### src/rtl/dllp_replay_ctrl_pkg.sv
// -----------------------------------------------------------------------------
// dllp_replay_ctrl_pkg
// Shared definitions for the data-link-layer replay controller:
//   - replay_state_e     : replay FSM states
//   - SEQ_WIDTH_DEF      : default TLP sequence-number width (modulo 2^W)
//   - REPLAY_TIMEOUT_DEF : default replay timer limit in clock cycles
// -----------------------------------------------------------------------------
package dllp_replay_ctrl_pkg;

    localparam int SEQ_WIDTH_DEF      = 12;
    localparam int REPLAY_TIMEOUT_DEF = 711;

    typedef enum logic [1:0] {
        ST_IDLE        = 2'd0,
        ST_REPLAY_REQ  = 2'd1,
        ST_REPLAY_WAIT = 2'd2
    } replay_state_e;

endpackage

### src/rtl/dllp_replay_ctrl_replay_fifo.sv
// -----------------------------------------------------------------------------
// replay_fifo
// Circular store of outstanding (sequence number, retry-buffer slot) pairs,
// oldest entry at the head. One push per cycle at the tail and a purge of any
// number of head entries in the same cycle.
//
// Ports:
//   i_clk, i_rst_n   clock, asynchronous active-low reset
//   i_push           append (i_push_seq, i_push_index) at the tail
//   i_purge_cnt      number of head entries to drop this cycle (<= o_count)
//   i_rd_off         read offset from the head for o_rd_index
//   o_head_seq       sequence number of the oldest entry (valid when o_count>0)
//   o_rd_index       slot index of the entry at head + i_rd_off
//   o_count          number of stored entries, 0..DEPTH
//   o_full           o_count == DEPTH
// The caller must not push while full nor purge more than o_count entries.
// -----------------------------------------------------------------------------
module replay_fifo #(
    parameter int SEQ_WIDTH   = 12,
    parameter int INDEX_WIDTH = 8,
    parameter int DEPTH       = 16
) (
    input  logic                       i_clk,
    input  logic                       i_rst_n,
    input  logic                       i_push,
    input  logic [SEQ_WIDTH-1:0]       i_push_seq,
    input  logic [INDEX_WIDTH-1:0]     i_push_index,
    input  logic [$clog2(DEPTH):0]     i_purge_cnt,
    input  logic [$clog2(DEPTH)-1:0]   i_rd_off,
    output logic [SEQ_WIDTH-1:0]       o_head_seq,
    output logic [INDEX_WIDTH-1:0]     o_rd_index,
    output logic [$clog2(DEPTH):0]     o_count,
    output logic                       o_full
);

    localparam int AW    = $clog2(DEPTH);
    localparam int CNT_W = AW + 1;

    logic [SEQ_WIDTH-1:0]   r_seq_mem [DEPTH];
    logic [INDEX_WIDTH-1:0] r_idx_mem [DEPTH];
    logic [AW-1:0]          r_head;
    logic [AW-1:0]          r_tail;
    logic [CNT_W-1:0]       r_count;
    logic [AW-1:0]          w_rd_ptr;

    // NOTE: the storage arrays have no reset; an entry is only ever read at an
    // offset below r_count, so it is always written before it is observed.
    always_ff @(posedge i_clk) begin
        if (i_push) begin
            r_seq_mem[r_tail] <= i_push_seq;
            r_idx_mem[r_tail] <= i_push_index;
        end
    end

    // NOTE: sequential state uses non-blocking assignments so every register
    // updates from the values present before the clock edge.
    always_ff @(posedge i_clk or negedge i_rst_n) begin
        if (!i_rst_n) begin
            r_head  <= '0;
            r_tail  <= '0;
            r_count <= '0;
        end else begin
            // DEPTH is a power of two, so truncating a purge of DEPTH entries
            // to AW bits wraps the head pointer correctly.
            r_head  <= r_head + AW'(i_purge_cnt);
            r_tail  <= r_tail + AW'(i_push);
            r_count <= r_count + CNT_W'(i_push) - i_purge_cnt;
        end
    end

    assign w_rd_ptr   = r_head + i_rd_off;
    assign o_head_seq = r_seq_mem[r_head];
    assign o_rd_index = r_idx_mem[w_rd_ptr];
    assign o_count    = r_count;
    assign o_full     = (r_count == CNT_W'(DEPTH));

endmodule

### src/rtl/dllp_replay_ctrl.sv
// -----------------------------------------------------------------------------
// dllp_replay_ctrl
// Transmit-side replay controller of a PCIe-style data link layer. Tracks
// unacknowledged TLPs, purges them on Ack/Nak, and drives replay requests to
// the framer on a Nak or a replay-timer expiry. Four consecutive replays
// without forward progress raise a link-retrain request.
//
// Ports:
//   clk_i, rst_n_i       clock (rising edge), asynchronous active-low reset
//   tlp_sent_i           pulse: TLP (tlp_seq_i, tlp_index_i) fully transmitted
//   ack_valid_i          Ack/Nak DLLP strobe; ack_nak_i 0=Ack 1=Nak; ack_seq_i
//   retry_available_o    replay request, slot in retry_index_o
//   retry_done_i         pulse: replay of the requested slot finished
//   tx_hold_o            block new TLPs (replaying or buffer full)
//   retrain_req_o        one-cycle link-retrain request
//   err_bad_ack_o        one-cycle pulse on an out-of-range Ack/Nak
//   err_overflow_o       sticky: a TLP was sent while tx_hold_o was high
// -----------------------------------------------------------------------------
module dllp_replay_ctrl
    import dllp_replay_ctrl_pkg::*;
#(
    parameter int SEQ_WIDTH      = SEQ_WIDTH_DEF,
    parameter int INDEX_WIDTH    = 8,
    parameter int DEPTH          = 16,
    parameter int REPLAY_TIMEOUT = REPLAY_TIMEOUT_DEF
) (
    input  logic                   clk_i,
    input  logic                   rst_n_i,
    input  logic                   tlp_sent_i,
    input  logic [SEQ_WIDTH-1:0]   tlp_seq_i,
    input  logic [INDEX_WIDTH-1:0] tlp_index_i,
    input  logic                   ack_valid_i,
    input  logic                   ack_nak_i,
    input  logic [SEQ_WIDTH-1:0]   ack_seq_i,
    output logic                   retry_available_o,
    output logic [INDEX_WIDTH-1:0] retry_index_o,
    input  logic                   retry_done_i,
    output logic                   tx_hold_o,
    output logic                   retrain_req_o,
    output logic                   err_bad_ack_o,
    output logic                   err_overflow_o
);

    localparam int AW    = $clog2(DEPTH);
    localparam int CNT_W = AW + 1;
    localparam int TMR_W = $clog2(REPLAY_TIMEOUT + 1);

    replay_state_e          r_state;
    replay_state_e          w_state_next;
    logic [CNT_W-1:0]       r_rp_off;       // replay pointer as offset from head
    logic [TMR_W-1:0]       r_timer;
    logic [1:0]             r_replay_num;
    logic                   r_retrain;
    logic                   r_bad_ack;
    logic                   r_overflow;

    logic [SEQ_WIDTH-1:0]   w_head_seq;
    logic [INDEX_WIDTH-1:0] w_rd_index;
    logic [CNT_W-1:0]       w_count;
    logic                   w_fifo_full;
    logic                   w_tx_hold;
    logic                   w_push;
    logic [SEQ_WIDTH-1:0]   w_ack_dist;
    logic                   w_count_nz;
    logic                   w_in_range;
    logic                   w_nak_prev;
    logic                   w_legal_nak;
    logic                   w_bad_ack;
    logic [CNT_W-1:0]       w_purge_cnt;
    logic [CNT_W-1:0]       w_count_next;
    logic                   w_timer_expire;
    logic                   w_start;
    logic                   w_done_step;
    logic [CNT_W-1:0]       w_adv_off;
    logic [CNT_W-1:0]       w_off_purged;
    logic [1:0]             w_num_base;

    replay_fifo #(
        .SEQ_WIDTH   (SEQ_WIDTH),
        .INDEX_WIDTH (INDEX_WIDTH),
        .DEPTH       (DEPTH)
    ) u_replay_fifo (
        .i_clk        (clk_i),
        .i_rst_n      (rst_n_i),
        .i_push       (w_push),
        .i_push_seq   (tlp_seq_i),
        .i_push_index (tlp_index_i),
        .i_purge_cnt  (w_purge_cnt),
        .i_rd_off     (AW'(r_rp_off)),
        .o_head_seq   (w_head_seq),
        .o_rd_index   (w_rd_index),
        .o_count      (w_count),
        .o_full       (w_fifo_full)
    );

    // Hold depends on registered state only, so it has no input-to-output path.
    assign w_tx_hold = (r_state != ST_IDLE) || w_fifo_full;
    assign w_push    = tlp_sent_i && !w_tx_hold;

    // Ack/Nak classification: distance of AckNak_Seq_Num from the oldest
    // outstanding TLP, modulo 2^SEQ_WIDTH. A Nak naming head-1 acknowledges
    // nothing new but is still a legal replay trigger.
    assign w_ack_dist   = ack_seq_i - w_head_seq;
    assign w_count_nz   = (w_count != '0);
    assign w_in_range   = ack_valid_i && w_count_nz && (w_ack_dist < SEQ_WIDTH'(w_count));
    assign w_nak_prev   = ack_valid_i && ack_nak_i && w_count_nz && (w_ack_dist == '1);
    assign w_legal_nak  = ack_nak_i && (w_in_range || w_nak_prev);
    assign w_bad_ack    = ack_valid_i && !w_in_range && !w_nak_prev;
    assign w_purge_cnt  = w_in_range ? (CNT_W'(w_ack_dist) + CNT_W'(1)) : '0;
    assign w_count_next = w_count + CNT_W'(w_push) - w_purge_cnt;

    // Expiry fires on the edge where the timer would reach REPLAY_TIMEOUT.
    // Forward progress (a purging Ack/Nak) in the same cycle wins.
    assign w_timer_expire = (r_state == ST_IDLE) && w_count_nz &&
                            (r_timer == TMR_W'(REPLAY_TIMEOUT - 1));
    assign w_start        = (r_state == ST_IDLE) &&
                            (w_legal_nak || (w_timer_expire && !w_in_range)) &&
                            (w_count_next != '0);

    // Replay pointer bookkeeping: advance on retry_done_i, then rebase to the
    // new head; entries purged from under the pointer snap it to the head.
    assign w_done_step  = (r_state == ST_REPLAY_WAIT) && retry_done_i;
    assign w_adv_off    = r_rp_off + CNT_W'(w_done_step);
    assign w_off_purged = (w_adv_off >= w_purge_cnt) ? (w_adv_off - w_purge_cnt) : '0;

    // A purging Ack/Nak restarts the consecutive-replay count before a replay
    // it triggers is counted.
    assign w_num_base = w_in_range ? 2'd0 : r_replay_num;

    // ---------------- FSM: state register ----------------
    always_ff @(posedge clk_i or negedge rst_n_i) begin
        if (!rst_n_i) begin
            r_state <= ST_IDLE;
        end else begin
            r_state <= w_state_next;
        end
    end

    // ---------------- FSM: next-state logic ----------------
    // NOTE: every signal written in an always_comb gets a default first, so no
    // path through the block can leave it unassigned and infer a latch.
    always_comb begin
        w_state_next = r_state;
        unique case (r_state)
            ST_IDLE: begin
                if (w_start) begin
                    w_state_next = ST_REPLAY_REQ;
                end
            end
            ST_REPLAY_REQ: begin
                w_state_next = (w_count_next == '0) ? ST_IDLE : ST_REPLAY_WAIT;
            end
            ST_REPLAY_WAIT: begin
                if (w_count_next == '0) begin
                    w_state_next = ST_IDLE;
                end else if (w_done_step) begin
                    w_state_next = (w_off_purged == w_count_next) ? ST_IDLE : ST_REPLAY_REQ;
                end
            end
            default: w_state_next = ST_IDLE;
        endcase
    end

    // ---------------- FSM: outputs ----------------
    always_comb begin
        retry_available_o = 1'b0;
        retry_index_o     = '0;
        if (r_state == ST_REPLAY_REQ) begin
            retry_available_o = 1'b1;
            retry_index_o     = w_rd_index;
        end
    end

    assign tx_hold_o      = w_tx_hold;
    assign retrain_req_o  = r_retrain;
    assign err_bad_ack_o  = r_bad_ack;
    assign err_overflow_o = r_overflow;

    // ---------------- Replay datapath ----------------
    always_ff @(posedge clk_i or negedge rst_n_i) begin
        if (!rst_n_i) begin
            r_rp_off     <= '0;
            r_timer      <= '0;
            r_replay_num <= '0;
            r_retrain    <= 1'b0;
            r_bad_ack    <= 1'b0;
            r_overflow   <= 1'b0;
        end else begin
            r_bad_ack  <= w_bad_ack;
            r_overflow <= r_overflow || (tlp_sent_i && w_tx_hold);
            r_retrain  <= w_start && (w_num_base == 2'd3);

            r_rp_off <= (r_state == ST_IDLE) ? '0 : w_off_purged;

            if (w_start) begin
                r_replay_num <= (w_num_base == 2'd3) ? 2'd0 : (w_num_base + 2'd1);
            end else if (w_in_range) begin
                r_replay_num <= 2'd0;
            end

            if ((r_state != ST_IDLE) || w_start || w_in_range || (w_count_next == '0)) begin
                r_timer <= '0;
            end else if (w_count_nz) begin
                r_timer <= r_timer + TMR_W'(1);
            end
        end
    end

endmodule

### config.mk
export PLATFORM = sky130hd
export DESIGN_NAME = dllp_replay_ctrl
export DESIGN_NICKNAME = d
export VERILOG_FILES = /design/src/rtl/dllp_replay_ctrl_pkg.sv /design/src/rtl/dllp_replay_ctrl_replay_fifo.sv /design/src/rtl/dllp_replay_ctrl.sv
export SDC_FILE = /design/constraint.sdc
export NUM_CORES = 1
export LEC_CHECK = 0
export CAP_MARGIN = 0
export CORE_ASPECT_RATIO = 1.5
export CORE_MARGIN = 4
export CORE_UTILIZATION = 50
export CTS_CLUSTER_SIZE = 30
export DETAILED_ROUTE_END_ITERATION = 12
export PLACE_DENSITY = 0.68
export SLEW_MARGIN = 20
export SYNTH_ARGS = -nofsm -noshare
export SYNTH_HDL_FRONTEND = slang
export SYNTH_SLANG_ARGS = --single-unit
### constraint.sdc
create_clock -name clk_i -period 7.3 [get_ports clk_i]
set_input_delay 1.825 -clock clk_i [delete_from_list [all_inputs] [get_ports clk_i]]
set_output_delay 1.825 -clock clk_i [all_outputs]
set_load 0.05 [all_outputs]
# --- Word-level counts from Yosys, hierarchy flattened ---
# Memories as Yosys holds them, arrays and structs flattened.
# Index checks and enable logic that the tools add are counted.
word_totals:
  elab_cells: 86
  output_inout_bits: 13
  reg_bits: 35
  mem_bits_rw: 320
  input_bits: 38
  memories: 2
classes:
  n_eq_ne: 9
  muxes: 18
  magnitude_cmp: 2
  reduce_logical: 34
  add_sub_neg: 11
mem_list:
  columns: ["memory", "depth", "word_bits", "rd", "rd_ports_with_merged_regs", "write_ports", "line", "text"]
  rows:
  - ["u_replay_fifo.r_seq_mem", 16, 12, 1, 0, 1, "dllp_replay_ctrl_replay_fifo.sv:39", "logic [SEQ_WIDTH-1:0] r_seq_mem [DEPTH];"]
  - ["u_replay_fifo.r_idx_mem", 16, 8, 1, 0, 1, "dllp_replay_ctrl_replay_fifo.sv:40", "logic [INDEX_WIDTH-1:0] r_idx_mem [DEPTH];"]
op_table:
  columns: ["op", "count"]
  rows:
  - ["2-to-1 mux 10 bit", 2]
  - ["logical AND 1 bit", 17]
  - ["2-to-1 mux 5 bit", 3]
  - ["2-to-1 mux 2 bit", 7]
  - ["== test 12 bit (second input constant)", 1]
  - ["< comparator 12 x 5 -> 1 bit", 1]
  - ["subtractor 12 bit", 1]
  - ["adder 10 x 1 -> 10 bit (second input constant)", 1]
  - ["adder 5 x 1 -> 5 bit", 2]
  - ["== test 10 bit (second input constant)", 1]
  - ["nonzero test 5 bit", 2]
  - ["subtractor 5 bit", 2]
  - ["adder 4 bit", 2]
  - ["2-to-1 mux 8 bit", 1]
  - ["logical OR 1 bit", 7]
  - ["one-hot mux 2 bit (3 select lines)", 1]
  - ["adder 5 x 1 -> 5 bit (second input constant)", 1]
  - ["== test 5 bit", 1]
  - ["== test 5 bit (second input constant)", 1]
  - ["greater-or-equal comparator 5 bit", 1]
  - ["zero test 5 bit", 1]
  - ["adder 4 x 1 -> 4 bit", 1]
  - ["== test 2 bit (second input constant)", 2]
  - ["2-to-1 mux 1 bit", 4]
  - ["other kinds (8)", 11]

# --- Depth between registers and ports, before layout ---
# Gate-level depths: netlist (run 1).
# An unclocked memory read counts as a cell.
logic_depth:
  depth_word: 13
  mapped_depth: 28
  depth_no_buf: 26

# --- By module ---
# From an unflattened synthesis (run 1), not the netlist that was laid out.
unflattened:
  hier_cells: 1028
  hier_area_um2: 16055.4
by_module_without_submodules:
  columns: ["module", "instances", "cells_each", "area_per_inst_um2", "seq_area_each_um2"]
  rows:
  - ["replay_fifo", 1, 691, 13218.9, 9934.5]
  - ["dllp_replay_ctrl", 1, 337, 2836.5, 550.5]

# --- Least setup slack after synthesis (run 1) ---
# Ideal clock, no wire load.
synth_path:
  kind: "reg-to-reg"
  startpoint: "register u_replay_fifo.r_head[0]"
  endpoint: "register r_timer[1]"
  required_ps: 7213
  setup_slack_ps: -56
  n_path_buf: 3
  synth_period_minus_slack_ps: 7356
  arrival_time_ps: 7269
  path_stages_with_launch: 26
  setup_time_ps: 87
  cell_sequence: "dfrtp_1 buf_6 buf_1 mux4_2 mux4_2 ha_1 inv_1 fa_1 ha_1 a2111oi_0 a21oi_1 a2111oi_2 nand4_2 nor3_1 nand2_1 ha_1 fa_1 a21o_1 a21oi_1 xnor2_1 xnor2_1 inv_2 o21ai_2 or3_1 buf_2 a211oi_2"
synth_via:
  elab_cells_between_ends: 23
  cone_classes: "add/sub: 3; order compare: 1; eq/ne: 1; mux: 2; reduce/logical: 15; memory: 1"
synth_lines:
  columns: ["item", "line", "text"]
  rows:
  - ["start, declared", "dllp_replay_ctrl_replay_fifo.sv:41", "logic [AW-1:0] r_head;"]
  - ["start signal, assigned", "dllp_replay_ctrl_replay_fifo.sv:65", "r_head <= r_head + AW'(i_purge_cnt);"]
  - ["memory (16 x 12 bit) (*)", null, null]
  - ["subtractor 12 bit (*)", "dllp_replay_ctrl.sv:103", "assign w_ack_dist = ack_seq_i - w_head_seq;"]
  - ["< comparator 12 x 5 -> 1 bit", "dllp_replay_ctrl.sv:105", "assign w_in_range = ack_valid_i && w_count_nz && (w_ack_dist < SEQ_WIDTH'(w_count));"]
  - ["logical AND 1 bit", "dllp_replay_ctrl.sv:105", null]
  - ["2-to-1 mux 5 bit (*)", "dllp_replay_ctrl.sv:109", "assign w_purge_cnt = w_in_range ? (CNT_W'(w_ack_dist) + CNT_W'(1)) : '0;"]
  - ["subtractor 5 bit (*)", "dllp_replay_ctrl.sv:110", "assign w_count_next = w_count + CNT_W'(w_push) - w_purge_cnt;"]
  - ["via w_count_next[4]", "dllp_replay_ctrl.sv:70", "logic [CNT_W-1:0] w_count_next;"]
  - ["nonzero test 5 bit", "dllp_replay_ctrl.sv:118", "(w_count_next != '0);"]
  - ["logical AND 1 bit", "dllp_replay_ctrl.sv:117", "(w_legal_nak || (w_timer_expire && !w_in_range)) &&"]
  - ["logical OR 1 bit (2 in series)", "dllp_replay_ctrl.sv:201", "if ((r_state != ST_IDLE) || w_start || w_in_range || (w_count_next == '0)) begin"]
  - ["logical OR 1 bit (*)", "dllp_replay_ctrl.sv:201", null]
  - ["2-to-1 mux 10 bit or nonzero test 2 bit (tied branches)", null, null]
  - ["end signal, assigned", "dllp_replay_ctrl.sv:204", "r_timer <= r_timer + TMR_W'(1);"]
  - ["end, declared", "dllp_replay_ctrl.sv:51", "logic [TMR_W-1:0] r_timer;"]
# The timed path passes the listed nets; every way through them passes the cells marked *.
# A chain may end at the register's enable or synchronous reset.

# --- Worst setup path in the final report (run 1) ---
layout_path:
  startpoint: "input port ack_seq_i[0]"
  endpoint: "register r_timer[4]"
layout_via:
  elab_cells_between_ends: 22
  cone_classes: "add/sub: 3; order compare: 1; eq/ne: 1; mux: 2; reduce/logical: 15"
layout_lines:
  columns: ["item", "line", "text"]
  rows:
  - ["start, declared", "dllp_replay_ctrl.sv:34", "input logic [SEQ_WIDTH-1:0] ack_seq_i,"]
  - ["subtractor 12 bit (*)", "dllp_replay_ctrl.sv:103", null]
  - ["< comparator 12 x 5 -> 1 bit", "dllp_replay_ctrl.sv:105", null]
  - ["logical AND 1 bit", "dllp_replay_ctrl.sv:105", null]
  - ["2-to-1 mux 5 bit (*)", "dllp_replay_ctrl.sv:109", null]
  - ["subtractor 5 bit (*)", "dllp_replay_ctrl.sv:110", null]
  - ["via w_count_next[4]", "dllp_replay_ctrl.sv:70", null]
  - ["nonzero test 5 bit", "dllp_replay_ctrl.sv:118", null]
  - ["logical AND 1 bit", "dllp_replay_ctrl.sv:117", null]
  - ["logical OR 1 bit (2 in series)", "dllp_replay_ctrl.sv:201", null]
  - ["logical OR 1 bit (*)", "dllp_replay_ctrl.sv:201", null]
  - ["2-to-1 mux 10 bit or nonzero test 2 bit (tied branches)", null, null]
# Marks and branches as above.

==> out/summary.txt, run 1 <==
Height of the die: 222 um
Setup_tns: 0 ns
Total CTS buffers: 34
Routed WL: 32200 um
# fillers: 2270
CTS resizes: 0
Worst slew margin: 30.4%
Overall Global Routing Usage: 19.7%
DP HPWL: 20100 um
Longest Clk Path Bufs: 3
Final setup fails: 0
Min-Delay Path Class: flop to flop
Post-synthesis sequential area ratio: 68.4%
CTS tree: built
Mapped Cells: 848
Initial antenna violation count: 0
Initial Util: 50.6%
Met1 Use GR: 24.3%
DIE AREA: 0.0336 mm^2
Core Box Area: 0.0303 mm^2
DR iter-0 viols: 513
Slowest CP cell: fa_1
Most used cell, CP: ha_1
Unrepaired setup endpoints after global routing: false
Detailed-router iteration count before antenna repair: 6
CTS sink cnt: 355
Post-synth EDFFs: 320
Syn Std Cell Area: 0.0153 mm^2
Kind of cell adding the most delay to the critical path: adder cells
Vias per cell: 5.80
Hold-critical path depth: 1
R2R Path End: r_timer[4]
CTS clk-pin slew, worst paths: 0.06 ns
PD cells: 349 mW/mm^2
Setup bufs post-CTS: 0
CP max stage delay: 0.47 ns
RR Startpoint: u_replay_fifo.r_head[0]
Min Tclk post-route: 6.76 ns
End of the worst hold path: err_overflow_o
Status: finished clean
Leakage Power: 6.09 nW
Grt met3 use: 2.94%
Gpl congestion: 0.806
CP Buf/Inv Count: 5
Syn Nets: 934
Crit Path Class: primary input to flop
# IOs: 51
Gr busiest metal: met2
Startpoint Class: primary input
CP Capture Type: flop
Global-route wire length before repair: 48800 um
Maximum clock frequency: 0.148 GHz
Syn Area/Cell: 18.1 um^2
Fin crit share: 92.7%
Clock root cell: clkbuf_16
Cts hold-fix bufs: 0
R2r setup slk: 0.62 ns
Area added between synthesis and finish: 15.4%
Worst r2r path cells: 23
Top cell type by total area after synthesis: edfxtp_1
Crit path cell chain: clkdlybuf4s50_1 -> inv_1 -> ha_1 -> inv_1 -> fa_1 -> ha_1 -> a2111oi_0 -> a21oi_1 -> a2111oi_2 -> nand4_2 -> nor3_2 -> nand2_1 -> ha_1 -> fa_1 -> a21o_1 -> a21oi_1 -> xnor2_1 -> xnor2_1 -> inv_2 -> o21ai_2 -> or3_1 -> buf_4 -> nor2_1
Hold_sp: err_overflow_o
Synthesis Warnings: 0
Final Hold Viols: 0
Die Wd: 151 um
Top-area cell type share of the netlist area: 62.7%
Met2 usage in global routing: 35.5%
Worst vdd ir: 283 uV
Max-slew violation count: 0
Synth top cells by count: edfxtp_1, mux4_2, ha_1, inv_1, nor2_1
Nets: 1030
Largest net degree at the start of global routing: 36
N_diodes: 0
Area of the multi-input gates: 0.00460 mm^2
Top-count cell post-synth: edfxtp_1
Slew @ Worst Pin: 1.04 ns
Worst path required time: 7.74 ns
Layout cells sized above 1: 22.8%
Post-route ant nets: 0
H-Tree Depth: 2
Residual DRC count: 0
Unique masters post-synth: 63
Number of buffers added on ports: 50
Site Rows: 78
#FFs+latches synth: 355
Wire per inst: 23.5 um
Largest cells by area after synthesis: edfxtp_1, mux4_2, dfrtp_1, ha_1, xnor2_1
Storage cell area: 0.0105 mm^2
Ys flop type: edfxtp_1
WP data arrival: 7.21 ns
Gr ovfl total: 0
CP Max Fanout: 9
Vias in the first global route: 8335
Max_cap viols: 0
Async SR Flop Fraction: 9.86%
Worst-Skew Late Latency: 0.52 ns
Clk_skew: 0.0143 ns
DR vias: 7952
Layout Utilization: 58.4%
==> area by class of cell <==
cell class / instances / area share [%]
Clock buffer: 44 / 5.54
Clock inverter: 18 / 0.786
Inverter: 44 / 0.934
Multi-Input combinational cell: 418 / 26.0
Sequential cell: 355 / 59.3
Tap cell: 400 / 2.83
Timing Repair Buffer: 91 / 4.54
==> kinds of logic after synthesis <==
group | after synthesis | synth area share [%]
AOI/OAI and AO/OA | 85 | 4.03
xor gates and xnor gates | 40 | 2.29
adders and majority gates | 48 | 4.17
buffers and inverters | 75 | 1.98
DFF | 355 | 68.4
muxes | 103 | 14.2
and+or+nand+nor | 142 | 4.93
==> how the worst max path moves through the flow <==
| stage | start | endpoint | slack, ns | depth (start not counted) |
|---|---|---|---|---|
| after global placement | ack_seq_i[0] | r_timer[0] | 0.08 | 24 |
| after detailed placement | ack_seq_i[0] | r_timer[4] | 0.02 | 23 |
| after CTS | ack_seq_i[0] | r_timer[4] | 0.55 | 24 |
| final | ack_seq_i[0] | r_timer[4] | 0.54 | 23 |
| after floorplan | u_replay_fifo.r_head[0] | r_timer[1] | 0.20 | 25 |
| after global routing | ack_seq_i[0] | r_timer[4] | 0.07 | 24 |
==> per-stage QoR <==
stage          power (mW)  area [um^2]  instances  hold WS [ns]  worst slack [ns]
4_1_cts              6.24        17700       1370         0.461             0.549
3_3_place_gp         4.46        16600       1308         0.439            0.0751
3_5_place_dp         4.48        16600       1308         0.447            0.0157
2_1_floorplan        3.90        15300        848         0.497             0.200
6_report             6.18        17700       1370         0.458             0.536
5_1_grt              6.49        17700       1370         0.489            0.0679
==> report_power, final <==
part	switching [mW]	internal [mW]	total (mW)
clock	0.725	1.02	1.75
combinational	1.03	0.795	1.83
sequential	0.138	2.47	2.60
==> sequential cells by signal (all words and copies together), names as in the netlist, 2 cells and up <==
signal	flops
r_replay_num	2
r_rp_off	5
r_state	2
r_timer	10
u_replay_fifo.o_count	5
u_replay_fifo.r_head	4
u_replay_fifo.r_idx_mem	128
u_replay_fifo.r_seq_mem	192
u_replay_fifo.r_tail	4
==> per-layer routing <==
metal  routed length, um  share of wire, %
met5                   0                 0
met3                1490               4.6
met4                 771               2.4
met1               12400                39
met2               17500                54
==> placed cells by master, fill, tap and decap left out, drive strengths merged, types with 10 or more instances in the layout <==
| cell | n |
|---|---|
| inv | 45 |
| edfxtp | 320 |
| clkbuf | 44 |
| a21o | 10 |
| xor2 | 16 |
| mux2i | 12 |
| xnor2 | 24 |
| a21oi | 17 |
| a211oi | 18 |
| buf | 42 |
| clkinv | 14 |
| nand3 | 14 |
| clkdlybuf4s50 | 49 |
| nor2 | 40 |
| nand2 | 24 |
| o21ai | 14 |
| dfrtp | 35 |
| nor2b | 13 |
| ha | 43 |
| mux4 | 91 |
Power figures use the tool's default switching activity.
==> run 2: changes to the inputs <==
--- a/config.mk
+++ b/config.mk
@@ -9,9 +9,10 @@
 export CORE_ASPECT_RATIO = 1.5
 export CORE_MARGIN = 4
 export CORE_UTILIZATION = 50
-export CTS_CLUSTER_SIZE = 30
+export CTS_CLUSTER_SIZE = 40
 export DETAILED_ROUTE_END_ITERATION = 12
 export PLACE_DENSITY = 0.68
+export SETUP_SLACK_MARGIN = 0.02
 export SLEW_MARGIN = 20
 export SYNTH_ARGS = -nofsm -noshare
 export SYNTH_HDL_FRONTEND = slang
==> results of run 2 <==
The final DEF is identical to that of run 1; final timing and power are the same.
